<file path="config.mk">
export PLATFORM = sky130hd
export DESIGN_NAME = dsp_mac_slice_gen
export DESIGN_NICKNAME = d
export VERILOG_FILES = /design/src/rtl/dsp_mac_slice_gen.sv
export SDC_FILE = /design/constraint.sdc
export NUM_CORES = 2
export LEC_CHECK = 0
export BUFFER_PORTS_ARGS = -buffer_cell sky130_fd_sc_hd__buf_2
export CAP_MARGIN = 0
export CELL_PAD_IN_SITES_DETAIL_PLACEMENT = 1
export CELL_PAD_IN_SITES_GLOBAL_PLACEMENT = 1
export CORE_ASPECT_RATIO = 0.8
export CORE_MARGIN = 3
export CORE_UTILIZATION = 42
export CTS_CLUSTER_SIZE = 12
export DETAILED_ROUTE_END_ITERATION = 10
export GPL_TIMING_DRIVEN = 0
export HOLD_SLACK_MARGIN = 0.15
export PLACE_DENSITY = 0.89
export SETUP_SLACK_MARGIN = 0.02
export SLEW_MARGIN = 25
export SYNTH_ARGS = -nofsm -noshare
export SYNTH_HDL_FRONTEND = slang
export SYNTH_SLANG_ARGS = --single-unit
</file>
<file path="constraint.sdc">
create_clock -name clk -period 8.73 [get_ports clk]
set_input_delay 0.4365 -clock clk [delete_from_list [all_inputs] [get_ports clk]]
set_output_delay 0.4365 -clock clk [all_outputs]
set_load 0.01 [all_outputs]
</file>
<file path="src/rtl/dsp_mac_slice_gen.sv">
// Parametrised three-stage DSP MAC slice: pre-adder, unsigned multiplier,
// post-adder/accumulator with optional unsigned saturation, sticky overflow
// and pcin/pcout/bcout cascade ports.
module dsp_mac_slice_gen #(
  parameter int unsigned A_WIDTH    = 18,
  parameter int unsigned B_WIDTH    = 18,
  parameter int unsigned P_WIDTH    = 48,
  parameter string       CARRYINSEL = "OPMODE5",
  parameter bit          SAT_EN     = 1'b0
) (
  input  logic                       clk,
  input  logic                       rst,
  input  logic                       ce,
  input  logic                       in_valid,
  input  logic [A_WIDTH-1:0]         a,
  input  logic [B_WIDTH-1:0]         b,
  input  logic [B_WIDTH-1:0]         d,
  input  logic [P_WIDTH-1:0]         c,
  input  logic [P_WIDTH-1:0]         pcin,
  input  logic                       carryin,
  input  logic [7:0]                 opmode,
  input  logic                       clr_ovf,
  output logic [P_WIDTH-1:0]         p,
  output logic [P_WIDTH-1:0]         pcout,
  output logic [A_WIDTH+B_WIDTH-1:0] m,
  output logic [B_WIDTH-1:0]         bcout,
  output logic                       carryout,
  output logic                       ovf,
  output logic                       out_valid
);

  localparam int unsigned M_W   = A_WIDTH + B_WIDTH;
  localparam int unsigned CAT_W = 2 * B_WIDTH + A_WIDTH;
  localparam int unsigned PX_W  = P_WIDTH + 1;
  localparam bit          USE_CIN_PORT = (CARRYINSEL == "CARRYIN");

  // Stage 1 registers
  logic [A_WIDTH-1:0] a1;
  logic [B_WIDTH-1:0] b1;
  logic [B_WIDTH-1:0] d1;
  logic [P_WIDTH-1:0] c1;
  logic [7:0]         op1;
  logic               cin1;
  logic               v1;

  // Stage 2 registers
  logic [P_WIDTH-1:0] cat2;
  logic [P_WIDTH-1:0] c2;
  logic [7:0]         op2;
  logic               cin2;
  logic               v2;

  // Stage 2 combinational
  logic [B_WIDTH-1:0]         bsel_c;
  logic [CAT_W+P_WIDTH-1:0]   cat_ext_c;

  // Stage 3 combinational
  logic [PX_W-1:0]    x_c;
  logic [PX_W-1:0]    z_c;
  logic [PX_W-1:0]    r_c;
  logic [P_WIDTH-1:0] p_next_c;

  logic cin_sel_c;

  assign cin_sel_c = USE_CIN_PORT ? carryin : opmode[5];
  assign bcout     = b1;
  assign pcout     = p;

  // Stage 1: capture operands, opmode, carry-in and valid
  always_ff @(posedge clk) begin
    if (rst) begin
      a1   <= '0;
      b1   <= '0;
      d1   <= '0;
      c1   <= '0;
      op1  <= '0;
      cin1 <= 1'b0;
      v1   <= 1'b0;
    end else if (ce) begin
      a1   <= a;
      b1   <= b;
      d1   <= d;
      c1   <= c;
      op1  <= opmode;
      cin1 <= cin_sel_c;
      v1   <= in_valid;
    end
  end

  // Pre-adder select and {d,a,b} concatenation fitted to P_WIDTH
  always_comb begin
    bsel_c = b1;
    if (op1[4]) begin
      bsel_c = op1[6] ? (d1 - b1) : (d1 + b1);
    end
    cat_ext_c = {{P_WIDTH{1'b0}}, d1, a1, b1};
  end

  // Stage 2: multiply and pass-through of post-adder controls
  always_ff @(posedge clk) begin
    if (rst) begin
      m    <= '0;
      cat2 <= '0;
      c2   <= '0;
      op2  <= '0;
      cin2 <= 1'b0;
      v2   <= 1'b0;
    end else if (ce) begin
      m    <= M_W'(a1) * M_W'(bsel_c);
      cat2 <= cat_ext_c[P_WIDTH-1:0];
      c2   <= c1;
      op2  <= op1;
      cin2 <= cin1;
      v2   <= v1;
    end
  end

  // Post-adder operand muxes, add/subtract and saturation
  always_comb begin
    x_c = '0;
    z_c = '0;
    case (op2[1:0])
      2'd0: x_c = '0;
      2'd1: x_c = PX_W'(m);
      2'd2: x_c = PX_W'(p);
      default: x_c = PX_W'(cat2);
    endcase
    case (op2[3:2])
      2'd0: z_c = '0;
      2'd1: z_c = PX_W'(pcin);
      2'd2: z_c = PX_W'(p);
      default: z_c = PX_W'(c2);
    endcase
    if (op2[7]) begin
      r_c = z_c - (x_c + PX_W'(cin2));
    end else begin
      r_c = z_c + x_c + PX_W'(cin2);
    end
    p_next_c = r_c[P_WIDTH-1:0];
    if (SAT_EN && r_c[P_WIDTH]) begin
      p_next_c = op2[7] ? '0 : '1;
    end
  end

  // Stage 3: result, carry, sticky overflow (set beats clear) and valid
  always_ff @(posedge clk) begin
    if (rst) begin
      p         <= '0;
      carryout  <= 1'b0;
      ovf       <= 1'b0;
      out_valid <= 1'b0;
    end else if (ce) begin
      out_valid <= v2;
      if (v2) begin
        p        <= p_next_c;
        carryout <= r_c[P_WIDTH];
      end
      if (v2 && r_c[P_WIDTH]) begin
        ovf <= 1'b1;
      end else if (clr_ovf) begin
        ovf <= 1'b0;
      end
    end
  end

endmodule
</file>
==> metrics <==
WHS Path Cells=3; count of unique library cells instantiated by Yosys=75; Max Clock Skew=slightly below 40 ps; final std cells w/o fill=5,070; total DRC errors in the routed layout=0; total instance count after detailed placement=between 4,000 and 5,000; number of buffer and inverter stages on the critical path=7; CP startpoint kind=register; largest net degree at the start of global routing=13; start point of the worst hold path=d[4]; HPWL after detailed placement=100,000 microns; Critical Path AT=10,720 ps; I/O pins=317; WL per Instance=approximately 30 microns; EDFF count, synth=0; leak pwr=18.0 nW; number of flip-flops and latches in the synthesized netlist=301; first drt pass iteration count=6; cell seen most often among critical-path stages=sky130_fd_sc_hd__fa_1; post-synthesis cell area=30,700 sq um; critical path endpoint category=register; Reg2Reg Depth=42; final number of setup-violating endpoints=19; final wirelength=about 150,000 microns; overall power=just under 6 mW; latest clock arrival within the worst-skew pair=610 ps; Synth async-reset ratio=0%; number of instances in the synthesized netlist=3,583; setup slack of the critical path after layout=-1470 ps; first-pass GRT wire length=213,000 microns; hold violation count in the final report=0; number of antenna violations at the first check in global routing=11; violations in the final reports=negative setup slack; DRT iter0 DRCs=3,625; Die ar.=76,500 sq um; initial standard-cell utilization of the core=between 40% and 50%; largest buffer count on any clock path=3; clock transition at the register clock pins on the worst setup and hold paths after CTS=approximately 70 ps; highest clock frequency the design can meet=98.0 MHz; fraction of layout cells with a size suffix above 1=18.3%; routed vias/inst=6.31; number of fillers in the final layout=8,486; number of vias in the routed layout=32,000; result of the run=complete, but fails checks; NumNets Final=4,783; leading cell type in the layout, fill and taps excluded=sky130_fd_sc_hd__inv_1; share of the synthesized area in the top cell type=between 15 and 20%; critical path data required time=9250 ps; crit path launch=op1[6]; share of the clock period used by the worst path after layout=117%; GPL Wtd Cong=1.01; slew at the pin closest to its max-slew limit=1180 ps; Area Growth Syn to Fin=20.8%; Core Box Area=72,200 sq um; global-route usage over all layers=37.2%; kind of cell with the highest combined delay on the critical path=adder cells; dominant cells by area after synthesis=sky130_fd_sc_hd__dfxtp_1 (20%), sky130_fd_sc_hd__fa_1 (17%), sky130_fd_sc_hd__ha_1 (11%), sky130_fd_sc_hd__mux2i_1 (8.4%), sky130_fd_sc_hd__inv_1 (5.5%); Horiz. Die Dim=~300 microns; end of the worst register-to-register path=m[35]; num rows=88; setup repair after global routing missed its margin=yes; Max-Slew Margin vs Limit=21.2%; delay of the slowest critical-path stage=around 580 ps; Peak VDD IR=0.149 mV; final antenna-violating net count=0; Power Dens Cells=160 nW/um^2; TritonCTS Buffers=37; vias in the first global route=33,500; CTS H-tree lvls=2; Seq/Total Area, Yosys=19.6%; core occupancy in the finished layout=51.4%; Port-buffer cells=313; Syn Nets=between 4,000 and 5,000; top fanout value on the critical path=10; final instance area=roughly 37,000 sq um; clock tree root buffer cell=sky130_fd_sc_hd__clkbuf_16; sum of overflow across all layers after global routing=0; maximum capacitance violations=0; chip height=248 microns; commonest cells after routing, fill and taps aside=sky130_fd_sc_hd__inv_1 (435), sky130_fd_sc_hd__nor2_1 (363), sky130_fd_sc_hd__buf_2 (319); Synth Area per Inst=between 8 and 9 sq um; total clock sinks=approximately 300; kind of path behind the tightest hold check=in2reg; Worst Setup Path Type=reg2reg; minimum setup slack among reg-to-reg paths=-1470 ps; clock tree from TritonCTS=built; largest area contributor in the synthesized netlist=sky130_fd_sc_hd__dfxtp_1; cell area reported after detailed placement=33,600 sq um; count of pins over their slew limit=0; number of synthesis warnings=0; destination of the worst hold path=d1[4]; post-place setup slack=-2260 ps; crit path time final=a little over 10,000 ps; Worst path slowest cell=sky130_fd_sc_hd__fa_1; Reg-to-Reg Start=op1[6]; Synth Flop Type=sky130_fd_sc_hd__dfxtp_1
[cells in the mapped netlist, drive strengths merged (44+ instances only)]
master  instances
nor2          371
ha            267
mux2i         257
o21ai          77
inv           449
nand2b         44
buf            97
a22o           83
a21o           70
dfxtp         301
a21oi         156
nor2b          72
xnor2          86
clkbuf        153
and2           85
fa            261
xor2           57
nand2         282
mux2           97
[cells by family after synthesis]
kind of cell	count (synthesis)	share of synthesized area, %
muxes	354	11.9
xor gates and xnor gates	143	4.08
DFF	301	19.6
and+or+nand+nor	986	14.6
adders and majority gates	528	27.9
buffers and inverters	700	9.14
AOI/OAI and AO/OA	571	12.7
[flip-flops by register name, indices dropped and copies added, names as in the netlist]
register   count
ovf            1
op2            6
d1            18
cat2          48
m             36
carryout       1
v1             1
c1            48
a1            18
bcout         18
c2            48
v2             1
p             48
op1            8
out_valid      1
[final cells by class]
class	instances	area (sq um)	share of cell area, %
multi-input combinational	2583	22700	61.1
sequential	301	6040	16.3
timing repair buffer	471	3050	8.20
inverter	450	1690	4.56
buffer	247	1240	3.34
tap	945	1180	3.18
clock buffer	45	976	2.63
clock inverter	21	241	0.650
antenna	7	17.5	0.0472
[worst register-to-register path, delay by kind of cell, from the launching register on]
family | cells | cell delay [ps]
AOI/OAI and AO/OA | 14 | 3050
xor gates and xnor gates | 2 | 550
adders and majority gates | 8 | 3810
buffers and inverters | 7 | 880
DFF | 1 | 330
muxes | 1 | 120
and+or+nand+nor | 10 | 1390
[power by group]
| part | internal, mW | total [mW] | switching, mW |
|---|---|---|---|
| clock network | 0.927 | 1.70 | 0.771 |
| registers | 1.46 | 1.59 | 0.128 |
| logic | 1.03 | 2.65 | 1.61 |
| total | 3.42 | 5.93 | 2.51 |
[stage by stage]
step                      TNS [ps]  hold slack, ps
after floorplan                  0             454
after global placement      -19050             457
after detailed placement    -24890             482
after CTS                    -4890             152
after global routing        -19550             189
final                       -17240             161
[layer usage]
layer	track usage, %	up-vias	wire length (microns)
li1	-	12800	-
met1	44.1	15800	53300
met2	57.6	2597	65700
met3	11.4	879	19800
met4	26.1	2	13800
met5	0	-	15
[worst max path at each step]
stage / slack [ps] / to / depth (start not counted)
detailed placement: -2260 / m[35] / 40
global placement: -1830 / m[35] / 40
finish: -1470 / m[35] / 42
CTS: -640 / m[35] / 42
floorplan: 30 / m[33] / 41
global route: -1490 / m[33] / 41
[what timing repair did]
| action | in CTS | in global routing |
|---|---|---|
| cloned | 1 | 0 |
| setup endpoints to repair | 19 | 19 |
| hold endpoints to repair | 83 | 0 |
| hold buffers | 83 | 0 |
| buffers inserted | 46 | 31 |
| gates resized for setup | 121 | 90 |
| pin swaps | 59 | 55 |
Power figures use the tool's default switching activity.
